## src/rtl/systol_pkg.sv

```systemverilog
// systol_pkg: shared dimensions, FSM state type and run-step bound for the systolic job sequencer.
package systol_pkg;
  localparam int N = 3;
  localparam int DW = 5;
  localparam int ACCW = 10;
  localparam int RUN_LAST = 3 * N - 2;
  localparam int KW = $clog2(RUN_LAST + 1);
  typedef enum logic [2:0] {IDLE, CLR, RUN, CAPT, DONE} state_t;
endpackage

```

## src/rtl/systol_skew_feed.sv

```systemverilog
// systol_skew_feed: combinational skew mux producing the edge feeds for run step k (all zero when en is low).
module systol_skew_feed
  import systol_pkg::*;
(
  input  logic [N*N*DW-1:0] a_mat,
  input  logic [N*N*DW-1:0] b_mat,
  input  logic [KW-1:0]     k,
  input  logic              en,
  output logic [N*DW-1:0]   left,
  output logic [N*DW-1:0]   top
);
  // Row i (and column i) lags by i steps; indices past N-1 fall out naturally, giving the drain zeros.
  always_comb begin
    left = '0;
    top = '0;
    for (int i = 0; i < N; i++)
      for (int t = 0; t < N; t++)
        if (en && int'(k) - i == t) begin
          left[i*DW +: DW] = a_mat[(i*N+t)*DW +: DW];
          top[i*DW +: DW] = b_mat[(t*N+i)*DW +: DW];
        end
  end
endmodule

```

## src/rtl/systolic_ctrl.sv

```systemverilog
// systolic_ctrl: job sequencer for the NxN output-stationary systolic MAC array.
// Optional SYSTOL_PERF_EN adds perf_jobs/perf_stall counters.
module systolic_ctrl
  import systol_pkg::*;
(
  input  logic                 clk,
  input  logic                 rst,
  input  logic                 start,
  output logic                 start_rdy,
  input  logic [N*N*DW-1:0]    a_mat,
  input  logic [N*N*DW-1:0]    b_mat,
  output logic                 arr_clr,
  output logic [N*DW-1:0]      arr_left,
  output logic [N*DW-1:0]      arr_top,
  input  logic [N*N*ACCW-1:0]  arr_c,
  output logic [N*N*ACCW-1:0]  res,
  output logic                 res_vld,
  input  logic                 res_rdy
`ifdef SYSTOL_PERF_EN
  ,
  output logic [15:0]          perf_jobs,
  output logic [15:0]          perf_stall
`endif
);
  state_t state;
  logic [KW-1:0] k, k_nxt;
  logic [N*N*DW-1:0] a_q, b_q;
  logic feed_en;
  logic [N*DW-1:0] left_nxt, top_nxt;
  // Feeds are registered, so compute the step that will be visible next cycle.
  assign feed_en = state == CLR || (state == RUN && k != KW'(RUN_LAST));
  assign k_nxt = state == CLR ? '0 : k + KW'(1);
  systol_skew_feed u_feed (
    .a_mat(a_q),
    .b_mat(b_q),
    .k(k_nxt),
    .en(feed_en),
    .left(left_nxt),
    .top(top_nxt)
  );
  always_ff @(posedge clk or posedge rst)
    if (rst) begin
      state <= IDLE;
      start_rdy <= 1'b1;
      arr_clr <= 1'b1;
      arr_left <= '0;
      arr_top <= '0;
      res <= '0;
      res_vld <= 1'b0;
      k <= '0;
      a_q <= '0;
      b_q <= '0;
`ifdef SYSTOL_PERF_EN
      perf_jobs <= '0;
      perf_stall <= '0;
`endif
    end else begin
      arr_left <= left_nxt;
      arr_top <= top_nxt;
      case (state)
        IDLE: if (start) begin
          a_q <= a_mat;
          b_q <= b_mat;
          start_rdy <= 1'b0;
          state <= CLR;
        end
        CLR: begin
          k <= '0;
          arr_clr <= 1'b0;
          state <= RUN;
        end
        RUN: begin
          k <= k_nxt;
          state <= k == KW'(RUN_LAST) ? CAPT : RUN;
        end
        CAPT: begin
          res <= arr_c;
          res_vld <= 1'b1;
          state <= DONE;
        end
        DONE: if (res_rdy) begin
          res_vld <= 1'b0;
          start_rdy <= 1'b1;
          arr_clr <= 1'b1;
          state <= IDLE;
        end
        default: state <= IDLE;
      endcase
`ifdef SYSTOL_PERF_EN
      if (state == DONE) begin
        perf_jobs <= res_rdy ? perf_jobs + 16'd1 : perf_jobs;
        perf_stall <= res_rdy ? perf_stall : perf_stall + 16'd1;
      end
`endif
    end
endmodule

```

## config.mk

```make
export PLATFORM = sky130hd
export DESIGN_NAME = systolic_ctrl
export DESIGN_NICKNAME = d
export VERILOG_FILES = /design/src/rtl/systol_pkg.sv /design/src/rtl/systol_skew_feed.sv /design/src/rtl/systolic_ctrl.sv
export SDC_FILE = /design/constraint.sdc
export NUM_CORES = 1
export LEC_CHECK = 0
export CAP_MARGIN = 20
export CELL_PAD_IN_SITES_DETAIL_PLACEMENT = 1
export CELL_PAD_IN_SITES_GLOBAL_PLACEMENT = 1
export CORE_MARGIN = 2
export CORE_UTILIZATION = 40
export CTS_BUF_LIST = sky130_fd_sc_hd__clkbuf_8
export DETAILED_ROUTE_END_ITERATION = 16
export PLACE_DENSITY_LB_ADDON = 0.1
export SYNTH_ARGS = -nofsm -noshare
export SYNTH_HDL_FRONTEND = slang
export SYNTH_SLANG_ARGS = --single-unit
```

## constraint.sdc

```tcl
create_clock -name clk -period 18.45 [get_ports clk]
set_input_delay 3.69 -clock clk [delete_from_list [all_inputs] [get_ports clk]]
set_output_delay 3.69 -clock clk [all_outputs]
set_load 0.03 [all_outputs]
```

### Yosys cells after proc, flatten, opt, wreduce, memory -nomap -nowiden

Index checks and enable logic that the tools add are counted.
Widths: inputs -> output; s select.

| operators by class | value |
|---|---|
| add/sub/neg operators | 3 |
| equal/unequal tests | 14 |
| multiplexer cells | 30 |
| reduce and logical (&&, ||, !) cells | 24 |

Operators with widths:

| kind | number |
|---|---|
| $logic_not 32->1 | 3 |
| $mux 5 | 18 |
| $eq 32x2->1 const B | 2 |
| $eq 32x3->1 const B | 2 |
| $pmux 3 s5 | 1 |
| $logic_and 1x1->1 | 10 |
| $eq 3x2->1 const B | 3 |
| $eq 3x3->1 const B | 3 |
| $mux 3 | 3 |
| $reduce_and 2->1 | 4 |
| $reduce_bool 2->1 | 4 |
| $pmux 1 s2 | 3 |
| $pmux 3 s2 | 1 |
| $mux 1 | 4 |
| $ne 2x2->1 const B | 2 |
| $sub 3x1->4 const B | 1 |
| $sub 3x2->4 const B | 1 |
| $add 3x1->3 const B | 1 |
| $eq 3x1->1 const B | 1 |
| $logic_not 3->1 | 1 |
| $ne 3x3->1 const B | 1 |
| $reduce_and 3->1 | 1 |
| $logic_or 1x1->1 | 1 |

| word-level totals | value |
|---|---|
| flip-flop bits (word level) | 219 |
| input port bits | 184 |
| output and inout bits | 123 |
| logic and storage cells | 81 |

### Longest topological paths before layout

Gate-level depths: netlist (run 1).

| logic depth | value |
|---|---|
| word-level depth | 8 |
| depth in mapped cells | 9 |
| mapped depth without buffers | 8 |

### Modules after synthesis

Synthesis (run 1) repeated with hierarchy kept, for this count alone.

| second synthesis, totals | value |
|---|---|
| cells, all modules | 580 |
| area total of the unflattened synthesis | 9,334.0 um2 |

By module, submodules not included:

| module | instances | cells each | area each (um2) | sequential area each (um2) |
|---|---|---|---|---|
| systolic_ctrl | 1 | 464 | 8,453.1 | 5,482.8 |
| systol_skew_feed | 1 | 116 | 880.8 | 0.0 |

### Worst setup path before layout (run 1)

OpenSTA, ideal clock, no wires.

| path | value |
|---|---|
| path type | input to register |
| from | input start |
| to | register a_q[0] |
| arrival | 4.595 ns |
| required time | 18.325 ns |
| setup slack | 13.731 ns |
| cell stages on the path | 4 |
| path buffers | 1 |
| cells stage by stage | nand2_1 > nor2_1 > buf_2 > mux2_2 |

| on the way | value |
|---|---|
| longest elaborated chain between the ends | 1 |

Ends and longest elaborated chain:

| what | line | text |
|---|---|---|
| start: declaration | systolic_ctrl.sv:8 | `input logic start,` |
| $reduce_and 2->1 (no line) | n/a |  |
| end signal: assignment | systolic_ctrl.sv:62 | `a_q <= a_mat;` |
| end: declaration | systolic_ctrl.sv:27 | `logic [N*N*DW-1:0] a_q, b_q;` |

Every way passes these cells.
A chain may end at the register's enable or synchronous reset.

### Final worst setup path (run 1)

| path | value |
|---|---|
| from | input start |
| to | register a_q[11] |

The elaborated chain is that of the path after synthesis.

==> results.txt, run 1 <==
status = completed
worst-margin pin slew = 1003 ps
Post-CTS Resized = 0
Data arrival, critical path = 6000 ps
drc violations = 0
clk buf depth = 3
critical path class = primary input to flip-flop
Storage cell area = 5483 um2
Switching Fraction = 36.43%
clk_lat worst skew = 530 ps
cell-internal power = 1487 uW
commonest non-fill, non-tap cells in the layout = 306 x clkdlybuf4s50_1, 217 x dfrtp_1, 180 x mux2_2
met3 wire len = 1711 um
Syn Inst Count = 569
LEAKAGE = 0.005521 uW
hold endpoint = arr_left[8]
sequential share of power = 36.2%
Post-Synthesis Cell Area = 8563 um2
r2r setup slk = 15,590 ps
fmax = 178.2 MHz
most common cell after layout, fill and taps aside = clkdlybuf4s50_1
Ports = 307
drt total wl = 23,390 um
max_cap viols = 0
hold path cells = 2
root buf cell = clkbuf_8
Worst path slowest cell = buf_4
vias in the first global route = 6,755
combinational share of power = 44.2%
R2R Path End = arr_left[4]
remaining antenna violation count after routing = 0
CP cell instances = clkdlybuf4s50_1 > nand2_1 > nor2_4 > buf_4 > mux2_2
Ys Warns = 0
largest net degree at the start of global routing = 143
Worst Skew = 23.41 ps
Rows = 53
post-route setup slack = 12,840 ps
wire length per cell = 19.51 um
CTS tree = done
Rel. slew slack = 33.11%
Core Region = 21,020 um2
Hold Crit Start = a_q[23]
PwrDens = 183.4 nW/um2
post-CTS setup buffer count = 0
Iteration-0 DRC Markers = 174
global-route wire length before repair = 36,540 um
grt total ovfl = 0
number of flops mapped to enable cells by yosys = 0
FF-to-FF Start = k[0]
Peak VDD IR = 0.09840 mV
minimum clock period = 5611 ps
RSZ-0062 raised after global routing = false
min-delay worst type = flip-flop to flip-flop
Seq/Total Area, Yosys = 64.03%
synthesis-to-finish area growth = 49.01%
share of cells above drive strength 1 = 28.06%
Filler cells = 2,038
GP Congestion = 0.7444
Die Y = 150.3 um
antenna violations before repair = 1
syn_nets = 756
Worst path max stage delay = 840 ps
Critical Path End Type = flip-flop
FF+latch count, synth = 219
final setup fails = 0
final-report max-slew violation count = 0
Setup crit start kind = primary input
multi-input logic area = 2943 um2
Sink Count = 219
FFs w/ async S/R, synth = 100.0%
H-tree depth = 2
All-Layer GR Usage = 20.86%
number of distinct library cells after synthesis = 37
HPWL after detailed placement = 16,410 um
# hold bufs at CTS = 0
cts bufs inserted = 38
CP Max Fanout = 75
Hold Fails Final Rpt = 0
Final #Nets = 1,081
IO buf count = 306
met2 WL = 12,280 um
Worst-path clk slew = 50 ps
Pre-Repair DR Iteration Count = 4
DIE AREA = 22,590 um2
Total Negative Setup Slacks = 0 ps
final worst-path cycle share = 30.41%
top routing layer in use = met5
pre-CTS setup slack = 12,270 ps
Psw = 852.3 uW
die width = 150.3 um
main flop type after synthesis = dfrtp_1
Critical Path RT = 18,840 ps
R2R depth = 7
Initial Util = 40.74%
syn avg cell area = 15.05 um2
DR vias/cell = 4.984
M1 wire length = 8725 um
clock power share = 19.6%
via count = 5,976
==> per-layer routing <==
layer | global-route usage [%] | up-vias
met5 | 0 | -
met4 | 7.547 | 2
met3 | 5.545 | 49
met2 | 36.82 | 214
met1 | 24.40 | 3030
li1 | - | 2681
==> worst max-delay path, delay by kind of cell <==
| family | cells | cell delay, ps |
|---|---|---|
| simple gates | 2 | 510 |
| mux | 1 | 420 |
| buf+inv | 2 | 1330 |
==> logic make-up after synthesis <==
family | share of synthesized area [%]
flip-flops | 64.03
AO/OA/AOI/OAI | 5.348
AND/OR/NAND/NOR | 4.427
multiplexers | 23.90
buffers and inverters | 1.855
adder cells (fa/ha/maj) | 0.4384
==> registers in the layout (all words and copies together) (netlist names) <==
name and cells:
start_rdy 1, arr_top 15, a_q 45, arr_clr 1
k 3, res_vld 1, b_q 45, arr_left 15
res 90, state 3
==> area by class of cell <==
class	count	share of cell area, %
multi-input cells	316	23.06
well taps	275	2.697
clock buffers	53	5.717
diodes	1	0.01961
repair buffers	315	24.67
clock inverters	16	0.6864
flip-flops and latches	219	42.97
inverters	4	0.1765
==> power by group through the flow <==
stage	registers [uW]	logic [uW]	clock network, uW
finish	848	1030	458
CTS	851	1050	474
global route	881	1100	495
detailed placement	857	1040	0
global placement	835	1010	0
floorplan	1070	414	0
==> per-stage QoR <==
stage | instance area (um2) | total power, uW | hold slack (ps) | util [%] | std cells
6_report | 12760 | 2340 | 465.0 | 60.70 | 1199
5_1_grt | 12760 | 2477 | 497.6 | 60.69 | 1198
4_1_cts | 12710 | 2370 | 468.3 | 60.46 | 1194
3_5_place_dp | 11890 | 1897 | 458.2 | 56.57 | 1125
3_3_place_gp | 11890 | 1842 | 449.3 | 56.54 | 1124
2_1_floorplan | 8563 | 1479 | 434.8 | - | 569
==> synth_stat cells (4+ instances only) <==
cell type | number | area [um2]
dfrtp_1 | 217 | 5430
nor2_1 | 26 | 97.59
buf_2 | 18 | 90.09
a221oi_1 | 10 | 87.58
a22o_1 | 10 | 87.58
mux2_2 | 180 | 2027
nand2b_1 | 5 | 31.28
clkbuf_1 | 9 | 33.78
nor4_2 | 4 | 50.05
a22oi_1 | 10 | 75.07
a21o_1 | 11 | 82.58
o21ai_0 | 5 | 25.02
nand2_1 | 30 | 112.6
a21oi_1 | 4 | 20.02
==> worst max-delay path by stage <==
| stage | from | endpoint | slack [ps] | cells after the start |
|---|---|---|---|---|
| floorplan | rst | a_q[0] | 8770 | 1 |
| global placement | start | a_q[12] | 12400 | 5 |
| detailed placement | start | b_q[30] | 12270 | 5 |
| CTS | start | a_q[11] | 12840 | 5 |
| global route | rst | res[44] | 12690 | 3 |
| finish | start | a_q[11] | 12840 | 5 |
Power figures use the tool's default switching activity.
==> run 2: changes to the inputs <==
--- a/config.mk
+++ b/config.mk
@@ -9,7 +9,7 @@
 export CELL_PAD_IN_SITES_DETAIL_PLACEMENT = 1
 export CELL_PAD_IN_SITES_GLOBAL_PLACEMENT = 1
 export CORE_MARGIN = 2
-export CORE_UTILIZATION = 40
+export CORE_UTILIZATION = 37
 export CTS_BUF_LIST = sky130_fd_sc_hd__clkbuf_8
 export DETAILED_ROUTE_END_ITERATION = 16
 export PLACE_DENSITY_LB_ADDON = 0.1
==> constraint.sdc (replaced) <==
create_clock -name clk -period 5.52 [get_ports clk]
set_input_delay 1.104 -clock clk [delete_from_list [all_inputs] [get_ports clk]]
set_output_delay 1.104 -clock clk [all_outputs]
set_load 0.03 [all_outputs]
==> run 2 against run 1 <==
Net effect:
- first-iteration DRC count increased by 33%
- worst setup slack worse by 10000 ps
- global-route usage down 1.5 points
- worst hold slack better by 0.51 ps
- cell count grew 0.83%
- combinational power grew to 3.4 times the previous value
- sequential share of layout area fell by 0.11 points
- core utilization shrank 4.4 points
- via count grew 0.17%
- clock power rose to 3.3 times the previous value
==> results.txt, run 2 (synthesis results as in run 1) <==
Storage cell area = 5483 um2
R2R depth = 7
Setup crit start kind = primary input
IO buf count = 306
min-delay worst type = flip-flop to flip-flop
DR vias/cell = 4.951
DIE AREA = 24,380 um2
status = completed
Critical Path RT = 5920 ps
root buf cell = clkbuf_8
remaining antenna violation count after routing = 0
final setup fails = 0
RSZ-0062 raised after global routing = false
grt total ovfl = 0
r2r setup slk = 2600 ps
antenna violations before repair = 1
PwrDens = 608.9 nW/um2
drc violations = 0
CTS tree = done
max_cap viols = 0
cts bufs inserted = 40
Sink Count = 219
vias in the first global route = 6,788
post-route setup slack = 2569 ps
clk buf depth = 3
Initial Util = 37.71%
H-tree depth = 2
worst-margin pin slew = 794.8 ps
FF-to-FF Start = k[0]
Top Registers = res x90, a_q x45, b_q x45
Pre-Repair DR Iteration Count = 4
Filler cells = 2,208
Die Y = 156.1 um
Hold Fails Final Rpt = 0
global-route wire length before repair = 36,680 um
commonest non-fill, non-tap cells in the layout = 306 x clkdlybuf4s50_1, 217 x dfrtp_1, 180 x mux2_2
clk_lat worst skew = 530 ps
final worst-path cycle share = 53.46%
# placed instances = 1,139
Total Negative Setup Slacks = 0 ps
Critical Path End = a_q[5]
Peak VDD IR = 0.3208 mV
GP Congestion = 0.7549
critical path class = primary input to flip-flop
Worst Skew = 24.62 ps
share of cells above drive strength 1 = 28.60%
Critical path origin = start
CP Max Fanout = 55
Rows = 55
Rel. slew slack = 46.62%
pre-CTS setup slack = 2036 ps
R2R Path End = arr_top[0]
largest net degree at the start of global routing = 101
All-Layer GR Usage = 19.33%
Critical Path End Type = flip-flop
multi-input logic area = 2943 um2
HPWL after detailed placement = 16,650 um
via count = 5,986
fmax = 338.9 MHz
LEAKAGE = 0.005504 uW
Ports = 307
# hold bufs at CTS = 0
final-report max-slew violation count = 0
Top reg by flops = res
Post-CTS Resized = 0
drt total wl = 23,340 um
wire length per cell = 19.30 um
synthesis-to-finish area growth = 49.40%
most common cell after layout, fill and taps aside = clkdlybuf4s50_1
Core Region = 22,710 um2
post-CTS setup buffer count = 0
die width = 156.1 um
Iteration-0 DRC Markers = 231
Final #Nets = 1,084
final std cells w/o fill = 1,209
Data arrival, critical path = 3350 ps
Worst-path clk slew = 60 ps
minimum clock period = 2951 ps
Largest register FFs = 90
Tot Pwr = 7789 uW
run 2: cell types whose count changed in the layout (fill, tap and decap cells not counted), moves of 2 or more:
cell	before	now
buf_12	0	2
inv_1	16	11
clkinv_2	1	3
clkinvlp_4	0	3
run 2: final cells by class:
| cell class | count | area share [%] |
|---|---|---|
| Inverter | 4 | 0.1467 |
| Timing Repair Buffer | 316 | 24.88 |
| Antenna cell | 1 | 0.01956 |
| Clock inverter | 14 | 0.4988 |
| Multi-Input combinational cell | 316 | 23.00 |
| Clock buffer | 54 | 5.809 |
| Tap cell | 285 | 2.787 |
| Sequential cell | 219 | 42.86 |
run 2: power breakdown:
group          internal [uW]  switching (uW)  leakage (uW)
Clock                    865             640      0.000448
Sequential              2390             425       0.00263
Combinational           1680            1780       0.00243
run 2: per-layer routing:
metal  wire (um)  part of all wire [%]  global-route usage [%]  vias to the layer above
li1            -                     -                       -                     2690
met1        8767                    38                   22.19                     3018
met2       11910                    51                   33.52                      226
met3        1892                   8.1                   6.417                       52
met4         772                   3.3                   7.427                        0
met5           0                     0                       0                        -
run 2: worst max-delay path: stages:
cell and delay [ps]:
clkdlybuf4s50_1 470, nand2_1 100, nor2_4 90, buf_4 560
buf_4 540, mux2_2 400
run 2: worst min-delay path by stage:
| stage | from | depth (start not counted) | to |
|---|---|---|---|
| 2_1_floorplan | a_q[20] | 2 | arr_left[5] |
| 3_3_place_gp | b_q[24] | 2 | arr_top[9] |
| 3_5_place_dp | a_q[21] | 2 | arr_left[6] |
| 4_1_cts | a_q[21] | 2 | arr_left[6] |
| 5_1_grt | a_q[22] | 2 | arr_left[7] |
| 6_report | a_q[21] | 2 | arr_left[6] |
run 2: metrics by stage:
step	cell area, um2	utilization (%)	hold WS, ps
5_1_grt	12790	56.34	494.6
6_report	12790	56.34	465.5
4_1_cts	12780	56.29	475.6
3_5_place_dp	11980	52.74	463.2
2_1_floorplan	8567	-	434.8
3_3_place_gp	11940	52.58	452.1
==> run 3: changes to the inputs <==
--- a/config.mk
+++ b/config.mk
@@ -9,7 +9,7 @@
 export CELL_PAD_IN_SITES_DETAIL_PLACEMENT = 1
 export CELL_PAD_IN_SITES_GLOBAL_PLACEMENT = 1
 export CORE_MARGIN = 2
-export CORE_UTILIZATION = 37
+export CORE_UTILIZATION = 33
 export CTS_BUF_LIST = sky130_fd_sc_hd__clkbuf_8
 export DETAILED_ROUTE_END_ITERATION = 16
 export PLACE_DENSITY_LB_ADDON = 0.1
==> constraint.sdc (replaced) <==
create_clock -name clk -period 2.7 [get_ports clk]
set_input_delay 0.54 -clock clk [delete_from_list [all_inputs] [get_ports clk]]
set_output_delay 0.54 -clock clk [all_outputs]
set_load 0.03 [all_outputs]
==> run 3 against run 2 <==
Net effect:
- sequential power grew 100%
- core utilization shrank 5.4 points
- non-clock buffer count grew 10
- largest cell class unchanged
- clock-buffer cell count shrank 5
- critical endpoint is now arr_top[14]
- power grew 110%
- largest power group unchanged
- routed wire length grew 3.2%
- first-iteration DRC count grew 5.6%
- die area grew 12%
==> results.txt, run 3 (synthesis results as in run 1) <==
status = completed
LEAKAGE = 0.005558 uW
Hold Crit Start = a_q[43]
grt total ovfl = 0
antenna violations before repair = 1
All-Layer GR Usage = 17.30%
fmax = 400.5 MHz
minimum clock period = 2497 ps
Hold Fails Final Rpt = 0
clk buf depth = 3
drc violations = 0
Data arrival, critical path = 2950 ps
DR vias/cell = 4.701
Top Registers = res x90, a_q x45, b_q x45
via count = 5,952
drt total wl = 24,090 um
Pre-Repair DR Iteration Count = 6
hold endpoint = arr_left[13]
Largest register FFs = 90
commonest non-fill, non-tap cells in the layout = 306 x clkdlybuf4s50_1, 217 x dfrtp_1, 180 x mux2_2
wire length per cell = 19.03 um
vias in the first global route = 6,599
final worst-path cycle share = 92.47%
RSZ-0062 raised after global routing = false
final setup fails = 0
CTS tree = done
Worst Skew = 11.99 ps
Worst path slowest cell = a211oi_4
IO buf count = 306
CP top delay family = compound AO/OA/AOI/OAI gates
hold path cells = 1
final std cells w/o fill = 1,266
Top reg by flops = res
R2R Path End = arr_top[14]
largest net degree at the start of global routing = 131
H-tree depth = 2
Sink Count = 219
Critical Path RT = 3150 ps
remaining antenna violation count after routing = 0
Switching Fraction = 36.98%
most common cell after layout, fill and taps aside = clkdlybuf4s50_1
CP cell instances = ha_1 > ha_1 > or3b_1 > a211o_1 > a211oi_4 > a21o_1
final-report max-slew violation count = 0
Critical Path End Type = flip-flop
synthesis-to-finish area growth = 50.76%
CP Max Fanout = 10
Bufs and invs on worst path = 0
GP Congestion = 0.7571
worst-margin pin slew = 764.7 ps
HPWL after detailed placement = 16,840 um
Psw = 5921 uW
max_cap viols = 0
min-delay worst type = flip-flop to flip-flop
Final #Nets = 1,094
global-route wire length before repair = 36,410 um
Initial Util = 33.81%
R2R depth = 6
sequential share of power = 35.5%
die width = 165.1 um
r2r setup slk = 200 ps
Core Region = 25,330 um2
Die Y = 165.1 um
PwrDens = 1240 nW/um2
smallest hold slack = 470.8 ps
DIE AREA = 27,250 um2
clock power share = 18.5%
Rows = 58
Ports = 307
Worst-path clk slew = 60 ps
critical path class = flip-flop to flip-flop
share of cells above drive strength 1 = 28.88%
cell-internal power = 10,090 uW
combinational share of power = 45.9%
Rel. slew slack = 49.02%
cts bufs inserted = 40
clk_lat worst skew = 520 ps
Setup crit start kind = flip-flop
Worst path max stage delay = 520 ps
most used cell, CP = ha_1
FF-to-FF Start = k[1]
Filler cells = 2,520
Iteration-0 DRC Markers = 244
root buf cell = clkbuf_8
# placed instances = 1,194
# hold bufs at CTS = 0
Peak VDD IR = 0.5597 mV
## run 3: through the flow
stage | area, um2 | TNS, ps | util, % | setup slack (ps) | power [uW]
after floorplan | 8567 | -150260 | - | -692.5 | 10110
after global placement | 12110 | 0 | 47.83 | 140.3 | 12870
after detailed placement | 12110 | 0 | 47.83 | 32.51 | 13190
after CTS | 12890 | 0 | 50.88 | 98.99 | 16290
after global routing | 12910 | 0 | 50.97 | 28.45 | 16990
final | 12910 | 0 | 50.97 | 203.2 | 16010
## run 3: power by group through the flow
stage,sequential (uW),clock [uW],combinational [uW]
finish,5690,2970,7350
global route,5920,3260,7810
CTS,5720,3100,7460
detailed placement,5760,0,7420
global placement,5640,0,7230
floorplan,7280,0,2830
## run 3: how the worst max path moves through the flow
stage | from | end | slack (ps) | depth (start not counted)
after floorplan | rst | a_q[0] | -690 | 1
after detailed placement | k[0] | arr_top[11] | 30 | 8
after global routing | k[1] | arr_left[12] | 30 | 6
after global placement | k[1] | arr_top[13] | 140 | 8
after CTS | k[1] | arr_top[14] | 100 | 9
final | k[1] | arr_top[14] | 200 | 6
## run 3: cell type report
cell class / instances / area (um2) / share of cell area [%]
Tap cell: 330 / 412.9 / 3.198
Clock buffer: 49 / 674.4 / 5.224
Multi-Input combinational cell: 316 / 2952 / 22.86
Antenna cell: 1 / 2.502 / 0.01938
Sequential cell: 219 / 5483 / 42.47
Inverter: 4 / 18.77 / 0.1454
Clock inverter: 21 / 91.34 / 0.7075
Timing Repair Buffer: 326 / 3276 / 25.37
## run 3: what timing repair did
| item | in CTS | in global routing |
|---|---|---|
| setup buffers | 0 | 1 |
| resized for setup | 1 | 0 |
| pin swaps | 0 | 1 |
| setup endpoints to repair | 7 | 10 |
## run 3: routing by layer
metal	GRT usage, %	share of wire (%)	vias to the layer above
li1	-	-	2705
met1	19.43	37	2999
met2	30.91	52	196
met3	5.370	8.0	52
met4	6.206	2.8	0
met5	0	0	-
